<file path="src/rtl/tim6_ctrl.sv">
// TIM6 basic timer: register file, prescaler, auto-reload up-counter and update-event logic.
// Define TIM6_OPM_EN to implement CR1.OPM (one-pulse mode); otherwise bit3 is read-as-zero.
module tim6_ctrl #(
    parameter int CNT_W = 16
) (
    input  logic             clk,
    input  logic             rst_n,
    input  logic             wr_en,
    input  logic             rd_en,
    input  logic [5:0]       addr,
    input  logic [CNT_W-1:0] wdata,
    output logic [CNT_W-1:0] rdata,
    output logic             irq,
    output logic             trgo
);

    localparam logic [5:0] A_CR1  = 6'h00;
    localparam logic [5:0] A_DIER = 6'h0C;
    localparam logic [5:0] A_SR   = 6'h10;
    localparam logic [5:0] A_EGR  = 6'h14;
    localparam logic [5:0] A_CNT  = 6'h24;
    localparam logic [5:0] A_PSC  = 6'h28;
    localparam logic [5:0] A_ARR  = 6'h2C;

    logic             cen;
    logic             udis;
    logic             urs;
    logic             opm;
    logic             arpe;
    logic             uie;
    logic             uif;
    logic [CNT_W-1:0] cnt;
    logic [CNT_W-1:0] pc;
    logic [CNT_W-1:0] psc;
    logic [CNT_W-1:0] arr;
    logic [CNT_W-1:0] psc_act;
    logic [CNT_W-1:0] arr_act;
    logic [CNT_W-1:0] rd_mux;

    logic wr_cr1, wr_dier, wr_sr, wr_egr, wr_cnt, wr_psc, wr_arr;
    logic ug, tick, wrap, ovf, uev, uif_set;

    assign wr_cr1  = wr_en && (addr == A_CR1);
    assign wr_dier = wr_en && (addr == A_DIER);
    assign wr_sr   = wr_en && (addr == A_SR);
    assign wr_egr  = wr_en && (addr == A_EGR);
    assign wr_cnt  = wr_en && (addr == A_CNT);
    assign wr_psc  = wr_en && (addr == A_PSC);
    assign wr_arr  = wr_en && (addr == A_ARR);

    assign ug   = wr_egr && wdata[0];
    assign tick = cen && (pc == psc_act);
    assign wrap = tick && (cnt == arr_act);
    // A zero auto-reload pins the counter at 0 without ever signalling overflow;
    // a CNT write in the same cycle supersedes the tick and therefore the overflow.
    assign ovf  = wrap && (arr_act != '0) && !wr_cnt;
    // UG subsumes a coincident overflow, so both collapse into a single UEV.
    assign uev     = (ug || ovf) && !udis;
    assign uif_set = !udis && (ug ? !urs : ovf);

    assign irq = uif && uie;

`ifdef TIM6_OPM_EN
    always_ff @(posedge clk) begin
        if (!rst_n) begin
            opm <= 1'b0;
        end else if (wr_cr1) begin
            opm <= wdata[3];
        end
    end
`else
    assign opm = 1'b0;
`endif

    always_ff @(posedge clk) begin
        if (!rst_n) begin
            pc  <= '0;
            cnt <= '0;
        end else if (ug) begin
            pc  <= '0;
            cnt <= '0;
        end else begin
            if (cen) begin
                pc <= tick ? '0 : pc + CNT_W'(1);
            end
            if (wr_cnt) begin
                cnt <= wdata;
            end else if (tick) begin
                cnt <= (wrap || (arr_act == '0)) ? '0 : cnt + CNT_W'(1);
            end
        end
    end

    always_ff @(posedge clk) begin
        if (!rst_n) begin
            cen     <= 1'b0;
            udis    <= 1'b0;
            urs     <= 1'b0;
            arpe    <= 1'b0;
            uie     <= 1'b0;
            uif     <= 1'b0;
            psc     <= '0;
            arr     <= '0;
            psc_act <= '0;
            arr_act <= '0;
            trgo    <= 1'b0;
        end else begin
            if (wr_cr1) begin
                cen  <= wdata[0];
                udis <= wdata[1];
                urs  <= wdata[2];
                arpe <= wdata[7];
            end
            // One-pulse stop overrides a software CEN write in the same cycle.
            if (uev && opm) begin
                cen <= 1'b0;
            end
            if (wr_dier) begin
                uie <= wdata[0];
            end
            if (uif_set) begin
                uif <= 1'b1;
            end else if (wr_sr && !wdata[0]) begin
                uif <= 1'b0;
            end
            if (wr_psc) begin
                psc <= wdata;
            end
            if (wr_arr) begin
                arr <= wdata;
            end
            if (uev) begin
                psc_act <= psc;
            end
            // Unbuffered ARR writes land directly, taking priority over a shadow reload.
            if (wr_arr && !arpe) begin
                arr_act <= wdata;
            end else if (uev) begin
                arr_act <= arr;
            end
            trgo <= uev;
        end
    end

    always_comb begin
        rd_mux = '0;
        case (addr)
            A_CR1: begin
                rd_mux[0] = cen;
                rd_mux[1] = udis;
                rd_mux[2] = urs;
                rd_mux[3] = opm;
                rd_mux[7] = arpe;
            end
            A_DIER:  rd_mux[0] = uie;
            A_SR:    rd_mux[0] = uif;
            A_CNT:   rd_mux = cnt;
            A_PSC:   rd_mux = psc;
            A_ARR:   rd_mux = arr;
            default: rd_mux = '0;
        endcase
    end

    always_ff @(posedge clk) begin
        if (!rst_n) begin
            rdata <= '0;
        end else if (rd_en) begin
            rdata <= rd_mux;
        end
    end

endmodule
</file>
<file path="config.mk">
export PLATFORM = sky130hd
export DESIGN_NAME = tim6_ctrl
export DESIGN_NICKNAME = d
export VERILOG_FILES = /design/src/rtl/tim6_ctrl.sv
export SDC_FILE = /design/constraint.sdc
export NUM_CORES = 1
export LEC_CHECK = 0
export ABC_AREA = 1
export CELL_PAD_IN_SITES_DETAIL_PLACEMENT = 0
export CELL_PAD_IN_SITES_GLOBAL_PLACEMENT = 1
export CORE_MARGIN = 10
export CORE_UTILIZATION = 44
export CTS_BUF_LIST = sky130_fd_sc_hd__clkbuf_4
export DETAILED_ROUTE_END_ITERATION = 6
export GPL_TIMING_DRIVEN = 0
export HOLD_SLACK_MARGIN = 0.12
export PLACE_DENSITY_LB_ADDON = 0.1
export SYNTH_ARGS = -nofsm -noshare
export SYNTH_HDL_FRONTEND = slang
export SYNTH_SLANG_ARGS = --single-unit
</file>
<file path="constraint.sdc">
create_clock -name clk -period 2.45 [get_ports clk]
set_input_delay 0.245 -clock clk [delete_from_list [all_inputs] [get_ports clk]]
set_output_delay 0.245 -clock clk [all_outputs]
set_load 0.01 [all_outputs]
</file>
==> impl_results.md, run 1 <==
- Crit path max fanout: 10
- Post-CTS Setup Bufs: 0
- Mean cell area of the mapped netlist: 6.62 um2
- Worst Setup SP: cnt[11]
- Non-Filler Cell Area, Final: 0.00722 mm2
- Pin count of the biggest net entering global routing: 17
- Minimum setup slack among reg-to-reg paths: 240 ps
- Prevailing post-synth register cell: sky130_fd_sc_hd__dfxtp_1
- Wire length after detailed routing: 19900 um
- Number of flip-flops and latches in the synthesized netlist: 119
- Clock slew at the register clock pins of the worst setup and hold paths: 100 ps
- Count of cells along the worst register-to-register path: 12
- Multiplexer fraction of the synthesized cell area: 0%
- Kind of launch point of the worst setup path: flip-flop
- Reported net switching power: 898 uW
- H-tree depth reported by CTS: 4
- Starting density of the core: 44.9%
- Placed Area: 0.00688 mm2
- Total grt overflow: 0
- Post-Route Skew: 16.2 ps
- Minimum period implied by the final worst setup slack: 2210 ps
- Endpoint of the most critical register-to-register path: psc_act[7]
- Bufs on Longest Clock Path: 2
- Xor/xnor cell area share of the yosys netlist: 3.93%
- TritonCTS clock tree: done
- Vias per Instance: 5.22
- Count of boundary I/O pins: 44
- Synth cell types: 40
- Class of the worst hold path: input port to flip-flop
- Latest clock arrival within the worst-skew pair: 550 ps
- Max rail drop VDD: 0.364 mV
- Unrepaired setup endpoints after global routing: no
- Worst reg2reg startpoint: cnt[11]
- Most frequent standard cell in the layout excluding fill and tap cells: sky130_fd_sc_hd__nand2_1
- Slew Limit Fails: 0
- Global-route total usage across every layer: 20.0%
- Max-Cap Viols: 0
- Share of power burned in combinational logic: 5.6%
- Drt drc: 0
- Vias in the first global route: 5709
- HP Start: wdata[14]
- Number of hold violations in the final report: 0
- Final core occ: 52.0%
- Flop pwr share: 51.2%
- Combinational family with the most area after synthesis: simple AND/OR/NAND/NOR gates
- First-pass GRT wire length: 31000 um
- Total number of clock tree sinks: 119
- Internal power summed over all cells: 2.91 mW
- Layout cell share with drive strength beyond 1: 6.88%
- Synthesized-area fraction occupied by and/or/nand/nor cells: 31.6%
- Worst relative slew slack: 37.2%
- Floorplan Core Area: 0.0139 mm2
- Setup TNS: 0 ps
- EDFF count, synth: 0
- Slew at the pin closest to its max-slew limit: 943 ps
- Result of the run: finished, final reports clean
- First-iteration detailed-routing DRC count: 506
- Number of synthesis warnings: 0
- Antenna violations before repair: 0
- Number of buffers added on ports: 42
- Y dimension of the die: 139 um
- Gate count after technology mapping: 942
- Clock Power Share: 43.1%
- Count of vias placed by the detailed router: 6244
- Highest-count cells in the layout ignoring fill and taps: sky130_fd_sc_hd__nand2_1 (224), sky130_fd_sc_hd__nor2_1 (143), sky130_fd_sc_hd__dfxtp_1 (118), sky130_fd_sc_hd__inv_1 (107), sky130_fd_sc_hd__o21ai_0 (74)
- Routability Congestion: 0.864
- First-pass iteration count of the detailed router: 5
- Number of setup violations in the final report: 0
- Row count: 43
- Area share of fa/ha/maj cells after synthesis: 0.401%
- Power per standard cell area: 527 mW/mm2
- Endpoint of the worst setup timing path: psc_act[7]
- Data arrival time of the critical path: 2630 ps
- Clk root buf: sky130_fd_sc_hd__clkbuf_4
- CTS buffer count: 17
- Mean routed wirelength per cell: 16.6 um
- Synthesized area: 0.00624 mm2
- Half-perimeter wire length after detailed placement: 15500 um
- CP endpoint kind: flip-flop
- Leakage: 2.89 nW
- Sw Ratio: 23.6%
- Total power after layout: 3.81 mW
- Die width: 139 um
- Final layout net count: 1032
- Sequential-to-total area share from yosys stat: 38.2%
- Fmax: 454 MHz
- Area fraction in compound gates after synthesis: 15.4%
- Routed Antenna Nets: 0
- Overall die area: 0.0193 mm2
- Final clock period utilization by the worst path: 90.0%
- WP data required: 2880 ps
- Total nets after synthesis: 970
- Number of antenna cells inserted: 0
- P&R area growth vs syn: 15.8%
- Fraction of registers with async set or reset after synthesis: 0%
- Worst setup path category: flip-flop to flip-flop
-- power by group through the flow --
stage	logic, mW	registers, mW	clock network (mW)
after global routing	0.232	1.95	1.75
after global placement	0.212	1.99	0
after detailed placement	0.212	1.99	0
after CTS	0.214	1.95	1.67
final	0.214	1.95	1.64
after floorplan	0.0970	1.99	0
-- area by class of cell --
| cell class | instances | area, um2 |
|---|---|---|
| clock inverter | 14 | 186 |
| buffer | 38 | 219 |
| clock buffer | 18 | 135 |
| tap | 180 | 225 |
| timing repair buffer | 43 | 430 |
| sequential | 119 | 2380 |
| fill | 1513 | 6660 |
| inverter | 115 | 437 |
| multi-input combinational | 670 | 3210 |
-- cell families (layout without fill, tap and decap cells) --
| family | count (synthesis) | count (layout) |
|---|---|---|
| xor gates and xnor gates | 28 | 28 |
| buffers and inverters | 153 | 228 |
| adders and majority gates | 2 | 2 |
| DFF | 119 | 119 |
| and+or+nand+nor | 468 | 468 |
| AOI/OAI and AO/OA | 172 | 172 |
-- synthesized netlist by cell type (all sizes together), types with 4 or more instances --
cell,number,area (um2)
a21oi,68,378
xor2,11,96.3
inv,113,424
buf,17,138
o211ai,13,97.6
o21ai,77,385
dfxtp,119,2380
a31oi,7,43.8
nor3b,4,30.0
nand4,9,56.3
xnor2,17,149
nand2,228,876
nor3,13,70.1
nor2,148,592
nand3,60,305
clkbuf,21,78.8
-- what timing repair did --
action                                  4_1_cts  5_1_grt
hold endpoints to repair                      1        0
endpoints found under the setup margin        0        6
hold buffers                                  1        0
resized for setup                             0        3
-- worst min-delay path by stage --
| stage | to | slack [ps] | cells after the start |
|---|---|---|---|
| after detailed placement | trgo | 440 | 1 |
| after CTS | cnt[14] | 400 | 3 |
| after floorplan | arpe | 380 | 2 |
| final | cnt[14] | 420 | 3 |
| after global routing | cnt[14] | 410 | 3 |
| after global placement | rdata[14] | 450 | 2 |
-- worst max-delay path, cell delays in order, from the launching register on --
cell and delay (ps):
sky130_fd_sc_hd__dfxtp_1 320, sky130_fd_sc_hd__buf_2 180, sky130_fd_sc_hd__xnor2_1 140, sky130_fd_sc_hd__nand2_1 70
sky130_fd_sc_hd__nor2_1 150, sky130_fd_sc_hd__nand2_1 100, sky130_fd_sc_hd__nor2_1 270, sky130_fd_sc_hd__nand3_2 140
sky130_fd_sc_hd__nand2_4 120, sky130_fd_sc_hd__nand2_2 80, sky130_fd_sc_hd__buf_2 200, sky130_fd_sc_hd__o21ai_0 260
sky130_fd_sc_hd__a21oi_1 70
-- registers in the layout, summed over array words and instances, names as in the netlist --
| signal | cells |
|---|---|
| arr | 16 |
| arr_act | 16 |
| cnt | 16 |
| pc | 16 |
| psc | 16 |
| psc_act | 16 |
| rdata | 16 |
| arpe | 1 |
| cen | 1 |
| trgo | 1 |
| udis | 1 |
| uie | 1 |
| uif | 1 |
| urs | 1 |
-- through the flow --
stage	cells	setup WS, ps	hold slack, ps
floorplan	942	727	380
global placement	1164	-129	455
detailed placement	1164	-120	439
CTS	1197	203	398
global route	1197	45.2	410
finish	1197	245	424
-- layer usage --
| layer | wire (um) | up-vias | GRT usage [%] |
|---|---|---|---|
| met1 | 9790 | 2892 | 28.4 |
| met5 | 0 | - | 0 |
| li1 | - | 3135 | - |
| met2 | 8680 | 190 | 30.0 |
| met4 | 298 | 0 | 4.67 |
| met3 | 1110 | 27 | 4.55 |
Note: power is estimated with default switching activity, not from simulation.
==> run 2: changes to the inputs <==
--- a/config.mk
+++ b/config.mk
@@ -15,6 +15,7 @@
 export GPL_TIMING_DRIVEN = 0
 export HOLD_SLACK_MARGIN = 0.12
 export PLACE_DENSITY_LB_ADDON = 0.1
+export SLEW_MARGIN = 0
 export SYNTH_ARGS = -nofsm -noshare
 export SYNTH_HDL_FRONTEND = slang
 export SYNTH_SLANG_ARGS = --single-unit
==> results of run 2 <==
The final DEF is identical to that of run 1; final timing and power are the same.
==> RTL change 1 (settings of run 1) <==
Add a define of `TIM6_OPM_EN`.
--- a/src/rtl/tim6_ctrl.sv
+++ b/src/rtl/tim6_ctrl.sv
@@ -1,5 +1,7 @@
 // TIM6 basic timer: register file, prescaler, auto-reload up-counter and update-event logic.
 // Define TIM6_OPM_EN to implement CR1.OPM (one-pulse mode); otherwise bit3 is read-as-zero.
+`define TIM6_OPM_EN
+
 module tim6_ctrl #(
     parameter int CNT_W = 16
 ) (
Formal check against the unedited RTL: not equivalent (Yosys sat finds a counterexample within 4 cycles, from zero or initial values and one cycle with rst_n low).
==> RTL change 1 against run 1 <==
Cell area about the same; worst setup slack worse by 110 ps; critical path depth down 5; sequential cell count up 1; clock skew about the same; total power down 3.5%; area after synthesis up 0.32%; routed wire length up 1.4%.
==> RTL change 1: results (changes against run 1) <==
\begin{tabular}{lr}
\hline
Metric & Value \\
\hline
\multicolumn{2}{l}{\textbf{Route}} \\
Routed length per instance & 16.8 µm (+1.5\%) \\
Via density & 5.15 (-1.3\%) \\
Initial drt markers & 419 (-17\%) \\
\multicolumn{2}{l}{\textbf{Logic synthesis}} \\
Cell types with the largest area share after synthesis & sky130\_fd\_sc\_hd\_\_dfxtp\_1, sky130\_fd\_sc\_hd\_\_nand2\_1, sky130\_fd\_sc\_hd\_\_nor2\_1 \\
Post-synth top cells & sky130\_fd\_sc\_hd\_\_nand2\_1, sky130\_fd\_sc\_hd\_\_nor2\_1, sky130\_fd\_sc\_hd\_\_dfxtp\_1 \\
Net count of the mapped netlist & 968 (-0.21\%) \\
Share of the yosys chip area belonging to registers & 0.384 (+0.00198) \\
Unique cell type count in the Yosys netlist & 43 (+7.5\%) \\
\multicolumn{2}{l}{\textbf{Worst setup path}} \\
FF-to-FF setup slack & 190 ps (-50 ps) \\
Number of cells on the worst reg-to-reg path & 9 (-3) \\
Endpoint of the lowest-slack register-to-register path & cnt[8] \\
Data arrival time of the worst path & 2740 ps (+110 ps) \\
\multicolumn{2}{l}{\textbf{Worst hold path}} \\
Startpoint of the most critical hold path & rst\_n \\
Worst Hold End & rdata[15] \\
\multicolumn{2}{l}{\textbf{Place}} \\
Dpl ws & -310 ps (-190 ps) \\
Post-DP HPWL & 15500 µm (about the same) \\
Final Wtd Congestion & 0.892 (+3.3\%) \\
\multicolumn{2}{l}{\textbf{STA}} \\
Rel. slew slack & 0.494 (+0.122) \\
\multicolumn{2}{l}{\textbf{Global routing}} \\
Vias in the first global route & 5822 (+2.0\%) \\
Gr usage total & 0.204 (+0.00356) \\
Fraction of met1 tracks used by global routing & 0.270 (-0.0143) \\
Global routing usage on met3 & 0.0439 (-0.00166) \\
Met2 global-route usage & 0.327 (+0.0272) \\
First-pass GRT wire length & 31900 µm (+3.0\%) \\
\multicolumn{2}{l}{\textbf{Status}} \\
Status & finished, final reports clean \\
\multicolumn{2}{l}{\textbf{Power and ir drop}} \\
Leak & 2.88 nW (-0.43\%) \\
\multicolumn{2}{l}{\textbf{Layout}} \\
Fraction of final layout cells with drive strength greater than 1 & 0.0758 (+0.00696) \\
Number of inserted filler cells in the final layout & 1475 (-2.5\%) \\
Area growth syn-to-layout & 15.4\% \\
\multicolumn{2}{l}{\textbf{Clock network}} \\
Clock transition at the register clock pins on the worst setup and hold paths after CTS & 120 ps (+20 ps) \\
\hline
\end{tabular}
-- RTL change 1: changes by cell type after synthesis, sizes merged, moves of 3 or more --
cell / change
nor2: -5
o31ai: +3
o2111ai: +4
nand4: +7
nand2: -14
nor3: -3
inv: +7
-- RTL change 1: cell families after synthesis --
group,Yosys count,synth area share
AO/OA/AOI/OAI,179,0.162
buffers and inverters,160,0.108
AND/OR/NAND/NOR,455,0.308
adder cells (fa/ha/maj),2,0.00400
XOR/XNOR,24,0.0336
flip-flops,120,0.384
-- RTL change 1: cell type report --
type,instances,area (µm²),area share
Buffer,37,209,0.0289
Inverter,123,467,0.0646
Clock buffer,17,128,0.0177
Multi-Input combinational cell,660,3180,0.441
Clock inverter,14,159,0.0220
Sequential cell,120,2400,0.333
Tap cell,180,225,0.0312
Timing Repair Buffer,45,445,0.0617
-- RTL change 1: how the worst max path moves through the flow --
stage              from          end  slack, ps  cells after the start
3_3_place_gp   wdata[0]       cnt[7]       -260                      7
5_1_grt             cen  arr_act[13]          2                     14
4_1_cts             cen        pc[1]         70                     10
3_5_place_dp   wdata[0]      cnt[15]       -310                      7
6_report       wdata[0]      cnt[15]        130                      7
2_1_floorplan       cen  arr_act[13]        710                     14
-- RTL change 1: worst max-delay path, stage by stage --
cell and delay [ps]:
sky130_fd_sc_hd__clkdlybuf4s50_1 610, sky130_fd_sc_hd__inv_1 200, sky130_fd_sc_hd__nor4_1 630, sky130_fd_sc_hd__nor2_1 200, sky130_fd_sc_hd__clkinv_1 260, sky130_fd_sc_hd__clkbuf_1 460, sky130_fd_sc_hd__nor2_1 110
-- RTL change 1: power breakdown --
group | total (mW) | internal, mW | leakage, nW | switching (mW)
combinational | 0.217 | 0.0707 | 1.76 | 0.146
sequential | 1.97 | 1.96 | 0.967 | 0.00756
clock | 1.49 | 0.690 | 0.152 | 0.798
-- RTL change 1: metrics by stage --
stage	std cells	util	hold slack, ps	cell area (µm²)	power, mW
5_1_grt	1196	0.520	397	7220	3.79
6_report	1196	0.520	402	7220	3.67
3_3_place_gp	1162	0.497	421	6900	2.22
4_1_cts	1194	0.519	384	7200	3.69
2_1_floorplan	940	-	380	6260	2.11
3_5_place_dp	1162	0.497	429	6900	2.22
-- RTL change 1: metal layers --
metal,wire length [µm],part of all wire,vias up
met5,0,0,-
met4,335,0.017,0
met3,1050,0.052,25
met2,9350,0.46,135
met1,9410,0.47,2820
li1,-,-,3177
-- RTL change 1: repair_timing --
action                                  4_1_cts  5_1_grt
hold buffers                                  1        0
resized for setup                             0        5
endpoints found under the setup margin        0       20
hold endpoints to repair                      5        0
buffers inserted                              0        2
==> RTL change 2 (config.mk and constraints of run 1) <==
Made on the original files. Put a register stage on the output `irq`, with the module's reset. The value now appears one clock later. The other outputs are not delayed to match.
--- a/src/rtl/tim6_ctrl.sv
+++ b/src/rtl/tim6_ctrl.sv
@@ -58,7 +58,13 @@
     assign uev     = (ug || ovf) && !udis;
     assign uif_set = !udis && (ug ? !urs : ovf);
 
-    assign irq = uif && uie;
+    always_ff @(posedge clk) begin
+        if (!rst_n) begin
+            irq <= '0;
+        end else begin
+            irq <= uif && uie;
+        end
+    end
 
 `ifdef TIM6_OPM_EN
     always_ff @(posedge clk) begin
Behaviour: not the same (a bounded check fails within 4 cycles, from zero or initial values and one cycle with rst_n low).
==> RTL change 2 against run 1 <==
Clock power is 15% lower; critical endpoint unchanged; sequential cell count is 1 higher; worst setup slack worse by 57 ps; sequential share of layout area is 0.59 points higher; combinational power is 5% higher; cell area is 0.99% lower; non-clock buffer count is 2 lower; cell count is 1.0% lower; total power is 5.8% lower; first-iteration DRC count is 4.5% higher; routed wire length hardly changed; area after synthesis hardly changed; clock skew is 1.6 ps higher.
==> RTL change 2: results (changes against run 1) <==
\begin{tabular}{lr}
\hline
Metric & Value \\
\hline
\multicolumn{2}{l}{\textbf{Status}} \\
Status & finished, final reports clean \\
\multicolumn{2}{l}{\textbf{STA}} \\
Clock tree skew after final layout & 17.8 ps (+1.58 ps) \\
Rel. slew slack & 0.589 (+0.217) \\
\multicolumn{2}{l}{\textbf{Logic synthesis}} \\
Adder-cell share of the synthesized area & 0.00402 (about the same) \\
Cell types with the largest area share after synthesis & sky130\_fd\_sc\_hd\_\_dfxtp\_1, sky130\_fd\_sc\_hd\_\_nand2\_1, sky130\_fd\_sc\_hd\_\_nor2\_1 \\
Post-synth top cells & sky130\_fd\_sc\_hd\_\_nand2\_1, sky130\_fd\_sc\_hd\_\_nor2\_1, sky130\_fd\_sc\_hd\_\_dfxtp\_1 \\
Unique cell type count in the Yosys netlist & 43 (+7.5\%) \\
Net count of the mapped netlist & 959 (-1.1\%) \\
Compound-cell area share of the yosys netlist & 0.164 (+0.00956) \\
Synthesized-area fraction occupied by xor and xnor cells & 0.0365 (-0.00278) \\
\multicolumn{2}{l}{\textbf{Worst setup path}} \\
Data arrival time of the worst path & 2710 ps (+80 ps) \\
Highest cell delay on the worst timing path & 490 ps (+170 ps) \\
\multicolumn{2}{l}{\textbf{Route}} \\
Via density & 5.22 (about the same) \\
Routed length per instance & 16.8 µm (+1.1\%) \\
Initial drt markers & 529 (+4.5\%) \\
\multicolumn{2}{l}{\textbf{Power and ir drop}} \\
Power density over the cells & 501 nW/µm² (-4.9\%) \\
Power dissipated by switching net loads & 0.966 mW (+7.6\%) \\
Clock power share & 0.389 (-0.042) \\
Combinational power & 0.224 mW (+5\%) \\
Worst supply voltage drop on vdd & 0.000326 V (-11\%) \\
\multicolumn{2}{l}{\textbf{Global routing}} \\
Vias in the first global route & 5769 (+1.1\%) \\
First-pass GRT wire length & 31300 µm (+1.1\%) \\
\multicolumn{2}{l}{\textbf{Layout}} \\
Fraction of final layout cells with drive strength greater than 1 & 0.0726 (+0.00381) \\
Number of inserted filler cells in the final layout & 1499 (-0.93\%) \\
\multicolumn{2}{l}{\textbf{Place}} \\
Dpl ws & -36.1 ps (+83.8 ps) \\
\hline
\end{tabular}
[RTL change 2: cell types whose count changed in the layout (fill, tap and decap cells not counted), sizes merged, moves of 4 or more]
cell / before / now
inv: 113 / 109
a21oi: 68 / 76
nand3: 60 / 55
o21ai: 77 / 88
clkbuf: 40 / 34
nand4: 9 / 14
xor2: 11 / 7
clkinvlp: 0 / 4
a31oi: 7 / 2
nand2: 228 / 211
[RTL change 2: final timing paths]
kind | cells past startpoint | startpoint | slack [ps] | end
max | 11 | arr_act[15] | 190 | psc_act[7]
min | 3 | rd_en | 160 | rdata[4]
max reg2reg | 11 | arr_act[15] | 190 | psc_act[7]
min reg2reg | 2 | rdata[2] | 470 | rdata[2]
[RTL change 2: per-stage QoR]
stage	util	TNS, ps	std cells	cell area [µm²]
after detailed placement	0.495	-115	1153	6880
after global routing	0.515	0	1185	7150
after global placement	0.495	-111	1153	6880
after floorplan	-	0	931	6230
after CTS	0.515	0	1185	7140
final	0.515	0	1185	7150
[RTL change 2: area by class of cell]
type / count / area (µm²) / share of cell area
inverter: 112 / 422 / 0.0590
sequential: 120 / 2400 / 0.336
buffer: 37 / 240 / 0.0336
multi-input combinational: 662 / 3180 / 0.444
timing repair buffer: 42 / 420 / 0.0588
clock inverter: 15 / 136 / 0.0191
tap: 180 / 225 / 0.0315
clock buffer: 17 / 128 / 0.0178
[RTL change 2: routing by layer]
| layer | track usage | vias to the layer above | share of wire |
|---|---|---|---|
| met5 | 0 | - | 0 |
| met4 | 0.0593 | 0 | 0.014 |
| met3 | 0.0551 | 20 | 0.065 |
| met2 | 0.297 | 182 | 0.43 |
| met1 | 0.285 | 2838 | 0.49 |
| li1 | - | 3145 | - |
